[config.mk]
export PLATFORM = sky130hd
export DESIGN_NAME = memory_stage
export DESIGN_NICKNAME = d
export VERILOG_FILES = /design/src/rtl/memory_stage_pkg.sv /design/src/rtl/load_store_align.sv /design/src/rtl/memory_stage.sv
export SDC_FILE = /design/constraint.sdc
export NUM_CORES = 1
export LEC_CHECK = 0
export CORE_AREA = 8 8 242 244
export DETAILED_ROUTE_END_ITERATION = 10
export DIE_AREA = 0 0 250 252
export DONT_BUFFER_PORTS = 1
export PLACE_DENSITY_LB_ADDON = 0.2
export RECOVER_POWER = 25
export SYNTH_ARGS = -nofsm -noshare
export SYNTH_HDL_FRONTEND = slang
export SYNTH_SLANG_ARGS = --single-unit
[constraint.sdc]
create_clock -name clk_i -period 24.2 [get_ports clk_i]
set_input_delay 7.26 -clock clk_i [delete_from_list [all_inputs] [get_ports clk_i]]
set_output_delay 7.26 -clock clk_i [all_outputs]
set_load 0.05 [all_outputs]
[src/rtl/memory_stage_pkg.sv]
// rtl/memory_stage_pkg.sv - shared pipeline encodings, memory FSM states and M-register layout
package memory_stage_pkg;

    // result_src encodings
    localparam logic [2:0] RES_ALU = 3'd0;
    localparam logic [2:0] RES_MEM = 3'd1;
    localparam logic [2:0] RES_PC4 = 3'd2;
    localparam logic [2:0] RES_IMM = 3'd3;
    localparam logic [2:0] RES_CSR = 3'd4;

    // width_src encodings (RV32 funct3)
    localparam logic [2:0] W_B  = 3'b000;
    localparam logic [2:0] W_H  = 3'b001;
    localparam logic [2:0] W_W  = 3'b010;
    localparam logic [2:0] W_BU = 3'b100;
    localparam logic [2:0] W_HU = 3'b101;

    typedef enum logic [1:0] {
        MEM_IDLE,
        MEM_BUSY,
        MEM_DONE
    } mem_state_t;

    typedef struct packed {
        logic        valid;
        logic        reg_write;
        logic        mem_write;
        logic        csr_we;
        logic [2:0]  result_src;
        logic [2:0]  width_src;
        logic [31:0] alu_result;
        logic [31:0] write_data;
        logic [31:0] pc_plus4;
        logic [31:0] imm_ext;
        logic [31:0] csr_result;
        logic [31:0] pc;
        logic [31:0] instr;
        logic [11:0] csr_addr;
        logic [4:0]  rd;
    } m_reg_t;

    // Halfwords need an even address, words a 4-byte aligned one; bytes never trap.
    function automatic logic is_misaligned(input logic [2:0] width, input logic [1:0] addr_lo);
        logic mis;
        mis = 1'b0;
        case (width)
            W_H, W_HU: mis = addr_lo[0];
            W_W:       mis = (addr_lo != 2'b00);
            default:   mis = 1'b0;
        endcase
        return mis;
    endfunction

endpackage

[src/rtl/load_store_align.sv]
// rtl/load_store_align.sv - store lane steering, byte enables and load lane extraction/extension
module load_store_align
    import memory_stage_pkg::*;
(
    input  logic [1:0]  addr_lo,
    input  logic [2:0]  width,
    input  logic [31:0] store_data,
    input  logic [31:0] load_word,
    output logic [31:0] wdata,
    output logic [3:0]  be,
    output logic [31:0] load_data
);

    logic [7:0]  lane_byte;
    logic [15:0] lane_half;

    // Store data is replicated across lanes so the byte enables alone pick the target bytes.
    always_comb begin
        wdata = store_data;
        be    = 4'b1111;
        case (width[1:0])
            2'b00: begin
                wdata = {4{store_data[7:0]}};
                be    = 4'b0001 << addr_lo;
            end
            2'b01: begin
                wdata = {2{store_data[15:0]}};
                be    = 4'b0011 << {addr_lo[1], 1'b0};
            end
            default: begin
                wdata = store_data;
                be    = 4'b1111;
            end
        endcase
    end

    // Pick the addressed lane of the read word, then sign- or zero-extend by width.
    always_comb begin
        lane_byte = load_word[7:0];
        case (addr_lo)
            2'd0: lane_byte = load_word[7:0];
            2'd1: lane_byte = load_word[15:8];
            2'd2: lane_byte = load_word[23:16];
            2'd3: lane_byte = load_word[31:24];
            default: lane_byte = load_word[7:0];
        endcase
        lane_half = addr_lo[1] ? load_word[31:16] : load_word[15:0];
        case (width)
            W_B:     load_data = {{24{lane_byte[7]}}, lane_byte};
            W_BU:    load_data = {24'h0, lane_byte};
            W_H:     load_data = {{16{lane_half[15]}}, lane_half};
            W_HU:    load_data = {16'h0, lane_half};
            default: load_data = load_word;
        endcase
    end

endmodule

[src/rtl/memory_stage.sv]
// rtl/memory_stage.sv - RV32 M stage: pipeline register, data-memory handshake FSM, optional MEM_MISALIGN_CHECK_EN
module memory_stage
    import memory_stage_pkg::*;
(
    input  logic        clk_i,
    input  logic        reset_i,
    input  logic        valid_e_i,
    input  logic        reg_write_e_i,
    input  logic        mem_write_e_i,
    input  logic        csr_we_e_i,
    input  logic [2:0]  result_src_e_i,
    input  logic [2:0]  width_src_e_i,
    input  logic [31:0] alu_result_e_i,
    input  logic [31:0] write_data_e_i,
    input  logic [31:0] pc_plus4_e_i,
    input  logic [31:0] imm_ext_e_i,
    input  logic [31:0] csr_result_e_i,
    input  logic [31:0] pc_e_i,
    input  logic [31:0] instr_e_i,
    input  logic [11:0] csr_addr_e_i,
    input  logic [4:0]  rd_e_i,
    input  logic        stall_m_i,
    input  logic        flush_m_i,
    input  logic        dmem_ack_i,
    input  logic [31:0] dmem_rdata_i,
    output logic        dmem_req_o,
    output logic        dmem_we_o,
    output logic [31:0] dmem_addr_o,
    output logic [31:0] dmem_wdata_o,
    output logic [3:0]  dmem_be_o,
    output logic        mem_busy_o,
    output logic [31:0] forward_data_m_o,
    output logic [31:0] load_data_m_o,
    output logic        valid_m_o,
    output logic        reg_write_m_o,
    output logic        csr_we_m_o,
    output logic [2:0]  result_src_m_o,
    output logic [4:0]  rd_m_o,
    output logic [11:0] csr_addr_m_o,
    output logic [31:0] alu_result_m_o,
    output logic [31:0] pc_plus4_m_o,
    output logic [31:0] imm_ext_m_o,
    output logic [31:0] csr_result_m_o,
    output logic [31:0] pc_m_o,
    output logic [31:0] instr_m_o,
    output logic        misalign_m_o
);

    m_reg_t      e_bus;
    m_reg_t      m;
    mem_state_t  state;
    logic [31:0] rdata_buf;
    logic [31:0] raw_word;
    logic        is_load;
    logic        pending;
    logic        misalign;
    logic        access_req;
    logic        ack_now;
    logic        advance;

    // Gather the E-stage fields into one bundle for the M register.
    always_comb begin
        e_bus            = '0;
        e_bus.valid      = valid_e_i;
        e_bus.reg_write  = reg_write_e_i;
        e_bus.mem_write  = mem_write_e_i;
        e_bus.csr_we     = csr_we_e_i;
        e_bus.result_src = result_src_e_i;
        e_bus.width_src  = width_src_e_i;
        e_bus.alu_result = alu_result_e_i;
        e_bus.write_data = write_data_e_i;
        e_bus.pc_plus4   = pc_plus4_e_i;
        e_bus.imm_ext    = imm_ext_e_i;
        e_bus.csr_result = csr_result_e_i;
        e_bus.pc         = pc_e_i;
        e_bus.instr      = instr_e_i;
        e_bus.csr_addr   = csr_addr_e_i;
        e_bus.rd         = rd_e_i;
    end

    assign is_load = (m.result_src == RES_MEM);
    assign pending = m.valid && (is_load || m.mem_write);

`ifdef MEM_MISALIGN_CHECK_EN
    assign misalign = pending && is_misaligned(m.width_src, m.alu_result[1:0]);
`else
    assign misalign = 1'b0;
`endif

    assign access_req = pending && !misalign;
    assign dmem_req_o = ((state == MEM_IDLE) && access_req) || (state == MEM_BUSY);
    assign ack_now    = dmem_req_o && dmem_ack_i;
    assign mem_busy_o = dmem_req_o && !dmem_ack_i;
    // The M register takes a new value (or bubble) this edge.
    assign advance    = !mem_busy_o && (flush_m_i || !stall_m_i);

    // M pipeline register: an outstanding access holds it even over a flush.
    always_ff @(posedge clk_i or posedge reset_i) begin
        if (reset_i) begin
            m <= '0;
        end else if (!mem_busy_o) begin
            if (flush_m_i) begin
                m <= '0;
            end else if (!stall_m_i) begin
                m <= e_bus;
            end
        end
    end

    // Handshake FSM; an ack in a cycle where the register also advances goes straight back
    // to IDLE so the next instruction's access is not mistaken for the completed one.
    always_ff @(posedge clk_i or posedge reset_i) begin
        if (reset_i) begin
            state <= MEM_IDLE;
        end else begin
            case (state)
                MEM_IDLE: begin
                    if (access_req) begin
                        if (dmem_ack_i) begin
                            state <= advance ? MEM_IDLE : MEM_DONE;
                        end else begin
                            state <= MEM_BUSY;
                        end
                    end
                end
                MEM_BUSY: begin
                    if (dmem_ack_i) begin
                        state <= advance ? MEM_IDLE : MEM_DONE;
                    end
                end
                MEM_DONE: begin
                    if (advance) begin
                        state <= MEM_IDLE;
                    end
                end
                default: state <= MEM_IDLE;
            endcase
        end
    end

    // Keep the returned load word for as long as the load sits stalled in M.
    always_ff @(posedge clk_i or posedge reset_i) begin
        if (reset_i) begin
            rdata_buf <= '0;
        end else if (ack_now && is_load) begin
            rdata_buf <= dmem_rdata_i;
        end
    end

    assign raw_word = ack_now ? dmem_rdata_i : rdata_buf;

    load_store_align u_align (
        .addr_lo    (m.alu_result[1:0]),
        .width      (m.width_src),
        .store_data (m.write_data),
        .load_word  (raw_word),
        .wdata      (dmem_wdata_o),
        .be         (dmem_be_o),
        .load_data  (load_data_m_o)
    );

    // Forwarding value for the hazard unit.
    always_comb begin
        case (m.result_src)
            RES_ALU: forward_data_m_o = m.alu_result;
            RES_PC4: forward_data_m_o = m.pc_plus4;
            RES_IMM: forward_data_m_o = m.imm_ext;
            RES_CSR: forward_data_m_o = m.csr_result;
            default: forward_data_m_o = m.alu_result;
        endcase
    end

    assign dmem_we_o      = m.mem_write;
    assign dmem_addr_o    = {m.alu_result[31:2], 2'b00};
    assign misalign_m_o   = misalign;
    assign valid_m_o      = m.valid;
    assign reg_write_m_o  = m.reg_write && !misalign;
    assign csr_we_m_o     = m.csr_we && !misalign;
    assign result_src_m_o = m.result_src;
    assign rd_m_o         = m.rd;
    assign csr_addr_m_o   = m.csr_addr;
    assign alu_result_m_o = m.alu_result;
    assign pc_plus4_m_o   = m.pc_plus4;
    assign imm_ext_m_o    = m.imm_ext;
    assign csr_result_m_o = m.csr_result;
    assign pc_m_o         = m.pc;
    assign instr_m_o      = m.instr;

endmodule

==> run summary, run 1 <==
The synthesized design contains 285 register bits. The final reports fail on max-capacitance violations, max-slew violations. Measured along the x axis, the die boundary spans 250 um. In this run the static leakage power is 0.006416 uW. The maximum vdd ir drop was 0.00005098 V; the total clock sinks was 285. Dividing the final minimum period by the clock period gives 77.59%. Adding up every negative setup slack in the final design gives 0 ns.

For the buffer depth of the longest clock path, the log shows 3. In this run the vertical extent of the chip is 252 um. The number of port buffers was 0. The logs give 28.18% for the initial cell density of the core and 6 for the max capacitance violation total.

By area, the combinational part of the netlist is dominated by buffers and inverters. After filler insertion, the fill cell instance count of the layout stands at 5899. The critical path start-end classification is in -> out. The first-iteration detailed-routing DRC count is 709, and the register area is 0.007133 mm2. Clock tree synthesis inserted a total of 36 buffers.

Once detail routing completed, the nets flagged for antenna violations numbered 0. 639 I/O pins were placed. The tree is rooted in a clkbuf_16. The number of warnings reported in the yosys synthesis log was 0; the parity-gate share of the synthesized area counting xor and xnor cells was 0%.

The number of antenna violations at the first check in global routing is 5, and the multiplexer share of the synthesized area is 8.471%. The logs give 1725 for the number of nets in the final layout and 0.01862 ns for the final setup skew. The peak fanout along the critical path works out to 40. The average footprint of a synthesized cell is 8.843 um2, and the total setup violations reported at the end of the flow is 0. Number of flops mapped to enable cells by yosys: 0. For the number of core rows, the log shows 86. TritonCTS built the clock tree.

The multi-input combinational cells in the finished layout cover a total of 0.005736 mm2. Summing the areas of all compound-gate instances in the mapped netlist gives 13.37% of the synthesized area. The logs give 24.3% for the part of the power in combinational logic and 0 for the number of buffers inserted by post-CTS setup repair. The count of hold buffers inserted by post-cts repair is 0, and the required time of the worst setup path is 16.94 ns.

The worst setup path is captured at an output pin. Detailed placement finished with a half-perimeter wire length of 41510 um. The logs give 0.05466 mm2 for the floorplan core area and 0 for the DRC violation count after routing.

The die covers 0.06300 mm2. In this run switching power makes up 44.23% of total power. The worst path needs 18.78 ns of the cycle, external delays included. The worst pin sits at a relative slew slack of -198.6%. The number of max-slew violations in the final report came out at 390.

The wire length per cell after detailed routing works out to 25.35 um. The dominant register cell in the synthesized netlist is dfrtp_1. The count of H-tree levels built during CTS is 2, and the synthesized netlist cell count is 1742.

Routability-driven placement finished with a final weighted congestion of 0.9306. The synthesized netlist occupies a cell area of 0.01540 mm2. The number of hold-slack violations in the final timing report came out at 0.

For the worst flop-to-flop path, the logic depth is 8. Global routing finished with a remaining overflow of 0. The clock network latency to the later pin of the worst-skew pair is 0.52 ns. The number of vias per cell came out at 4.820. The min-delay analysis places its worst path in the category reg -> reg.

For the number of detailed-routing iterations run before antenna repair, the log shows 4. Of the total synthesized cell area, the portion taken by full adders, half adders and majority gates is 0%. In this run, distinct cell masters in the synthesized netlist total 39. For this run, the total global-route usage over all layers was measured as 16.60%. For the power share of the clock group, the log shows 30.0%. Setup repair after global routing left no endpoint under its margin. The routed via count was 10430. The logs give 253 for the maximum number of pins on one net before global-route repair and 930.4 uW for the cell-internal power. Cell depth of the worst hold path: 2.

For this design the ratio of total power to cell area is 110.8 mW/mm2. At the pin with the least slew margin, the transition time is 4.455 ns. Clock-pin slew was measured on the worst setup and hold paths at 0.05 ns. The overall routed net length was 54820 um; the arrival time reported for the critical path endpoint was 11.52 ns. The logs give 0 for the count of cells resized by post-cts repair and 79450 um for the wire length of the first global-routing pass. Sequential cells burn 45.6% of the power. The relative area change from synthesis to final layout works out to -2.234%. The run finished, with violations left. The via count of the first global-routing pass was 10700; the final core area utilization was 27.55%. The run gives 46.30% as the part of the Yosys area used for sequential elements. The final hold slack came out at 0.4800 ns. Of the cells placed in the final design, the portion with a size suffix greater than 1 is 11.32%. The element type at the critical path start was an input port.

Timing would allow up to 0.05326 GHz. The simple-gate portion of the synthesized area was 15.20%; the share of flip-flops with an asynchronous set or reset was 100.0%. For the total net switching power, the log shows 738.0 uW.
-- per-stage QoR --
step / total power, uW / cells / setup slack [ns] / cell area, um2
floorplan: 1146 / 1744 / 7.522 / 15410
global placement: 1181 / 2103 / 7.134 / 14000
detailed placement: 1181 / 2103 / 7.036 / 14000
CTS: 1691 / 2162 / 7.041 / 15090
global route: 1743 / 2162 / 5.072 / 15060
finish: 1668 / 2163 / 5.424 / 15060
-- final cells by class --
cell class                      count  area share (%)
Clock inverter                      7          0.2742
Antenna cell                        1         0.01662
Clock buffer                       52           6.920
Sequential cell                   285           47.36
Multi-Input combinational cell   1081           38.08
Timing Repair Buffer               26           1.304
Tap cell                          704           5.849
Inverter                            7          0.1911
-- power by group through the flow --
stage | clock (uW) | sequential (uW) | combinational (uW)
2_1_floorplan | 0 | 584 | 562
3_3_place_gp | 0 | 773 | 409
3_5_place_dp | 0 | 771 | 410
4_1_cts | 518 | 763 | 410
5_1_grt | 536 | 770 | 436
6_report | 501 | 761 | 406
-- layer usage --
metal | GRT usage, % | up-vias | share of wire, %
li1 | - | 4867 | -
met1 | 19.42 | 5014 | 39
met2 | 28.36 | 463 | 49
met3 | 6.051 | 77 | 9.0
met4 | 4.938 | 4 | 2.6
met5 | 0 | - | 0.049
-- synthesized netlist by cell type (3+ instances only) --
master | instances | share of area [%]
mux2i_1 | 73 | 4.7
nand2b_1 | 4 | 0.16
buf_1 | 5 | 0.12
o21ai_0 | 278 | 9.0
nor2b_1 | 6 | 0.24
dfrtp_1 | 285 | 46
inv_1 | 6 | 0.15
buf_6 | 21 | 1.5
a21oi_1 | 13 | 0.42
nand3_1 | 4 | 0.13
clkbuf_1 | 75 | 1.8
o221a_2 | 26 | 1.9
a221oi_1 | 4 | 0.23
mux2_2 | 51 | 3.7
nand2_1 | 561 | 14
a221o_1 | 6 | 0.39
o211ai_1 | 4 | 0.19
a22oi_1 | 3 | 0.15
o22ai_1 | 5 | 0.20
nor2_1 | 21 | 0.51
buf_4 | 259 | 13
buf_2 | 11 | 0.36
-- state kept, by name, summed over array words and instances (netlist names) --
register,cells
m,35
pc_plus4_m_o,32
pc_m_o,32
csr_result_m_o,32
csr_we_m_o,1
csr_addr_m_o,12
reg_write_m_o,1
result_src_m_o,3
instr_m_o,32
alu_result_m_o,32
valid_m_o,1
imm_ext_m_o,32
rdata_buf,32
dmem_we_o,1
rd_m_o,5
state,2
-- worst max-delay path: stages --
cell	delay [ns]
nand2b_1	0.07
a21oi_4	0.11
clkbuf_1	1.99
mux2i_1	0.57
a2111oi_4	0.54
a2bb2oi_2	0.27
o21ai_1	0.64
-- layout by cell type, fill, tap and decap left out, types with 2 or more instances in the layout --
cell type	n
nor2_1	21
a211oi_1	2
clkbuf_8	6
nor2b_1	5
o21ai_1	23
conb_1	3
dfrtp_1	284
nand2b_1	4
inv_1	5
nor3b_1	2
nand2_1	561
a21oi_1	13
or2_2	2
o221ai_1	2
a221oi_1	2
clkbuf_1	12
o221a_2	26
a221oi_2	2
o211ai_1	4
mux2i_1	73
a22oi_1	3
clkinvlp_2	2
a221o_1	6
mux2_2	51
nand3_1	4
clkbuf_16	37
clkinv_2	5
o22ai_1	5
o21ai_0	255
buf_4	22
-- path summary, 6_finish.rpt --
check                                                 end  slack, ns                     startpoint
max in group asynchronous  csr_result_m_o[19]$_DFFE_PP0P_      11.05                        reset_i
min reg2reg                            m[194]$_DFFE_PP0P_       0.48             m[194]$_DFFE_PP0P_
max                                     load_data_m_o[28]       5.42                     dmem_ack_i
min                                    m[194]$_DFFE_PP0P_       0.48             m[194]$_DFFE_PP0P_
max reg2reg                 csr_result_m_o[8]$_DFFE_PP0P_      18.55  result_src_m_o[0]$_DFFE_PP0P_
min in group asynchronous   alu_result_m_o[0]$_DFFE_PP0P_       7.94                        reset_i
-- cell families (layout without fill, tap and decap cells) --
logic type / Yosys count / after routing
compound gates: 351 / 351
buf+inv: 378 / 92
flops: 285 / 285
mux: 124 / 124
other cells: 1 / 4
simple gates: 603 / 603
Power figures use the tool's default switching activity.
==> run 2: changes to the inputs <==
==> constraint.sdc (replaced) <==
create_clock -name clk_i -period 16.23 [get_ports clk_i]
set_input_delay 4.869 -clock clk_i [delete_from_list [all_inputs] [get_ports clk_i]]
set_output_delay 4.869 -clock clk_i [all_outputs]
set_load 0.05 [all_outputs]
==> run summary, run 2 (synthesized netlist as in run 1, its figures left out) <==
The run gives 0 (unchanged) as the number of nets with antenna violations after detailed routing. The time the worst path needs with I/O delays and setup is 14.01 ns, and the part of the cycle the worst path needs is 86.30%. The logs give 86 (unchanged) for the number of core rows and 10440 (was 10430) for the routed via count. The run gives 0 (unchanged) as the total setup violations reported at the end of the flow. For the count of hold buffers inserted by post-cts repair, the log shows 0 (unchanged).

The logs give 16.66% (was 16.60%) for the global-route total usage across every layer and 0 (unchanged) for the number of hold-slack violations in the final timing report. The logs give 54870 um (was 54820 um) for the overall routed net length and 10.70 ns (was 18.55 ns) for the setup slack of the worst register-to-register path. Violated checks: max-capacitance violations, max-slew violations (unchanged). Slew of the pin with the lowest slew margin: 5.333 ns (was 4.455 ns). The startpoint of the worst-slack reg-to-reg timing path was result_src_m_o[0]$_DFFE_PP0P_ (unchanged). The wire length per cell after detailed routing is 25.41 um (was 25.35 um), and the leakage dissipation is 0.006419 uW (was 0.006416 uW).

The wire length of the first global-routing pass is 79290 um (was 79450 um). The tools report the count of H-tree levels built during CTS as 2 (unchanged). The final setup TNS was 0 ns (unchanged).

The run gives 0.07139 GHz as the maximum clock rate. The DRC violation count after routing came out at 0 (unchanged). For the maximum vdd ir drop, the log shows 0.00006350 V (was 0.00005098 V).

The worst max-slew margin expressed relative to the limit is -257.5% (was -198.6%). TritonCTS built the clock tree. The tools report the number of buffers inserted by post-CTS setup repair as 0 (unchanged). Setup repair after global routing left no endpoint under its margin. Commonest cells after routing, fill and taps aside: 561 x nand2_1, 284 x dfrtp_1, 255 x o21ai_0 (unchanged).

The run gives 9.14 ns (was 11.52 ns) as the arrival time reported for the critical path endpoint. The horizontal die dimension was 250 um (unchanged); the floorplan core area was 0.05466 mm2 (unchanged). The clock tree root driver cell was clkbuf_16 (unchanged).

The cell depth of the worst hold path was 2 (unchanged). The tools report the design area as 0.01508 mm2 (was 0.01506 mm2). Critical path start-end classification: in -> out (unchanged). The area enclosed by the die boundary is 0.06300 mm2 (unchanged), and the die height is 252 um (unchanged).

The logs give 639 (unchanged) for the number of top-level pins and 10580 (was 10700) for the via count of the first global-routing pass. The number of max-slew violations in the final report is 382 (was 390), and the number of cells on the worst reg-to-reg path is 8 (unchanged). The element type at the critical path start was an input port (unchanged). The number of buffers created by CTS is 35 (was 36), and the maximum number of pins on one net before global-route repair is 255 (was 253).

For the total clock sinks, the log shows 285 (unchanged). Share of final-layout standard cells stronger than drive strength 1: 11.28% (was 11.32%). The max capacitance violation total came out at 6 (unchanged). The relative area change from synthesis to final layout came out at -2.095% (was -2.234%).

Register with the highest flop count: m (unchanged). The flip-flop count of the largest register after layout came out at 35 (unchanged). The run gives 723 (was 709) as the first-iteration detailed-routing DRC count.

The number of vias per cell was 4.835 (was 4.820); the number of detailed-routing iterations run before antenna repair was 5 (was 4). Placer congestion estimate: 0.8986 (was 0.9306). The peak fanout along the critical path is 40 (unchanged). The total overflow reported by the global router is 0 (unchanged), and the number of nets in the final layout is 1720 (was 1725).

The number of port buffers works out to 0 (unchanged). The launch point of the worst hold path is m[198]$_DFFE_PP0P_ (was m[194]$_DFFE_PP0P_). The run finished, with violations left. The count of cells resized by post-cts repair was 0 (unchanged).

Leading cell type in the layout, fill and taps excluded: nand2_1 (unchanged). Class of the tightest hold or removal check: reg -> reg (unchanged). The worst-case hold path end point is m[198]$_DFFE_PP0P_ (was m[194]$_DFFE_PP0P_). For the placed standard-cell area, the log shows 0.01397 mm2 (was 0.01400 mm2).

The clock-pin slew of the registers on the worst-case setup and hold paths is 0.06 ns (was 0.05 ns). The run gives 0.53 ns (was 0.52 ns) as the clock network latency to the later pin of the worst-skew pair. The destination of the worst register-to-register timing path was pc_m_o[15]$_DFFE_PP0P_ (was csr_result_m_o[8]$_DFFE_PP0P_). The total power density per cell area was 166.6 mW/mm2 (was 110.8 mW/mm2); the final setup skew was 0.01320 ns (was 0.01862 ns). The initial cell density of the core was 28.18% (unchanged); the required time of the worst setup path was 11.36 ns (was 16.94 ns). Endpoint kind of the worst setup timing path: an output pin (unchanged). Detailed placer's ending HPWL: 41230 um (was 41510 um). Buffer depth of the longest clock path: 3 (unchanged). The number of antenna violations at the first check in global routing came out at 2 (was 5).
==> run 2: worst max path at each step <==
stage	from	end	depth (start not counted)
after detailed placement	dmem_ack_i	load_data_m_o[28]	7
after global routing	dmem_ack_i	load_data_m_o[5]	7
after CTS	dmem_ack_i	load_data_m_o[28]	7
after floorplan	reset_i	alu_result_m_o[0]$_DFFE_PP0P_	1
after global placement	dmem_ack_i	load_data_m_o[28]	7
final	dmem_ack_i	load_data_m_o[28]	7
==> run 2: through the flow <==
step | power [uW] | std cells | utilization (%) | hold slack (ns) | setup slack [ns]
after detailed placement | 1758 | 2099 | 25.56 | 0.4685 | 3.885
after global placement | 1758 | 2099 | 25.56 | 0.4595 | 3.973
after global routing | 2631 | 2158 | 27.59 | 0.5072 | 2.053
final | 2512 | 2159 | 27.59 | 0.4767 | 2.223
after floorplan | 1709 | 1744 | - | 0.4435 | 3.497
after CTS | 2553 | 2158 | 27.65 | 0.4813 | 3.890
==> run 2: layout make-up <==
cell class | count | area [um2]
tap | 704 | 880.8
clock inverter | 8 | 70.07
timing repair buffer | 22 | 162.7
multi-input combinational | 1081 | 5736
inverter | 7 | 28.78
fill | 5861 | 39580
sequential | 285 | 7133
antenna | 1 | 2.502
clock buffer | 51 | 1069
==> run 2: power by group <==
group | internal (uW) | leakage (uW) | switching (uW)
clock network | 470 | 0.000561 | 304
registers | 803 | 0.00370 | 339
logic | 141 | 0.00216 | 456
total | 1410 | 0.00642 | 1100
==> run 2: routing by layer <==
| layer | vias to the layer above | track usage [%] | wire length, um |
|---|---|---|---|
| met5 | - | 0 | 13 |
| met4 | 2 | 4.273 | 1190 |
| met3 | 72 | 6.112 | 4839 |
| met2 | 469 | 28.58 | 27520 |
| met1 | 5022 | 19.64 | 21300 |
| li1 | 4873 | - | - |
==> run 2: critical path, cell delays in order <==
cell and delay (ns):
nand2b_1 0.07, a21oi_4 0.11, clkbuf_1 2.02, mux2i_1 0.54, a2111oi_4 0.54, a2bb2oi_2 0.26
o21ai_1 0.64
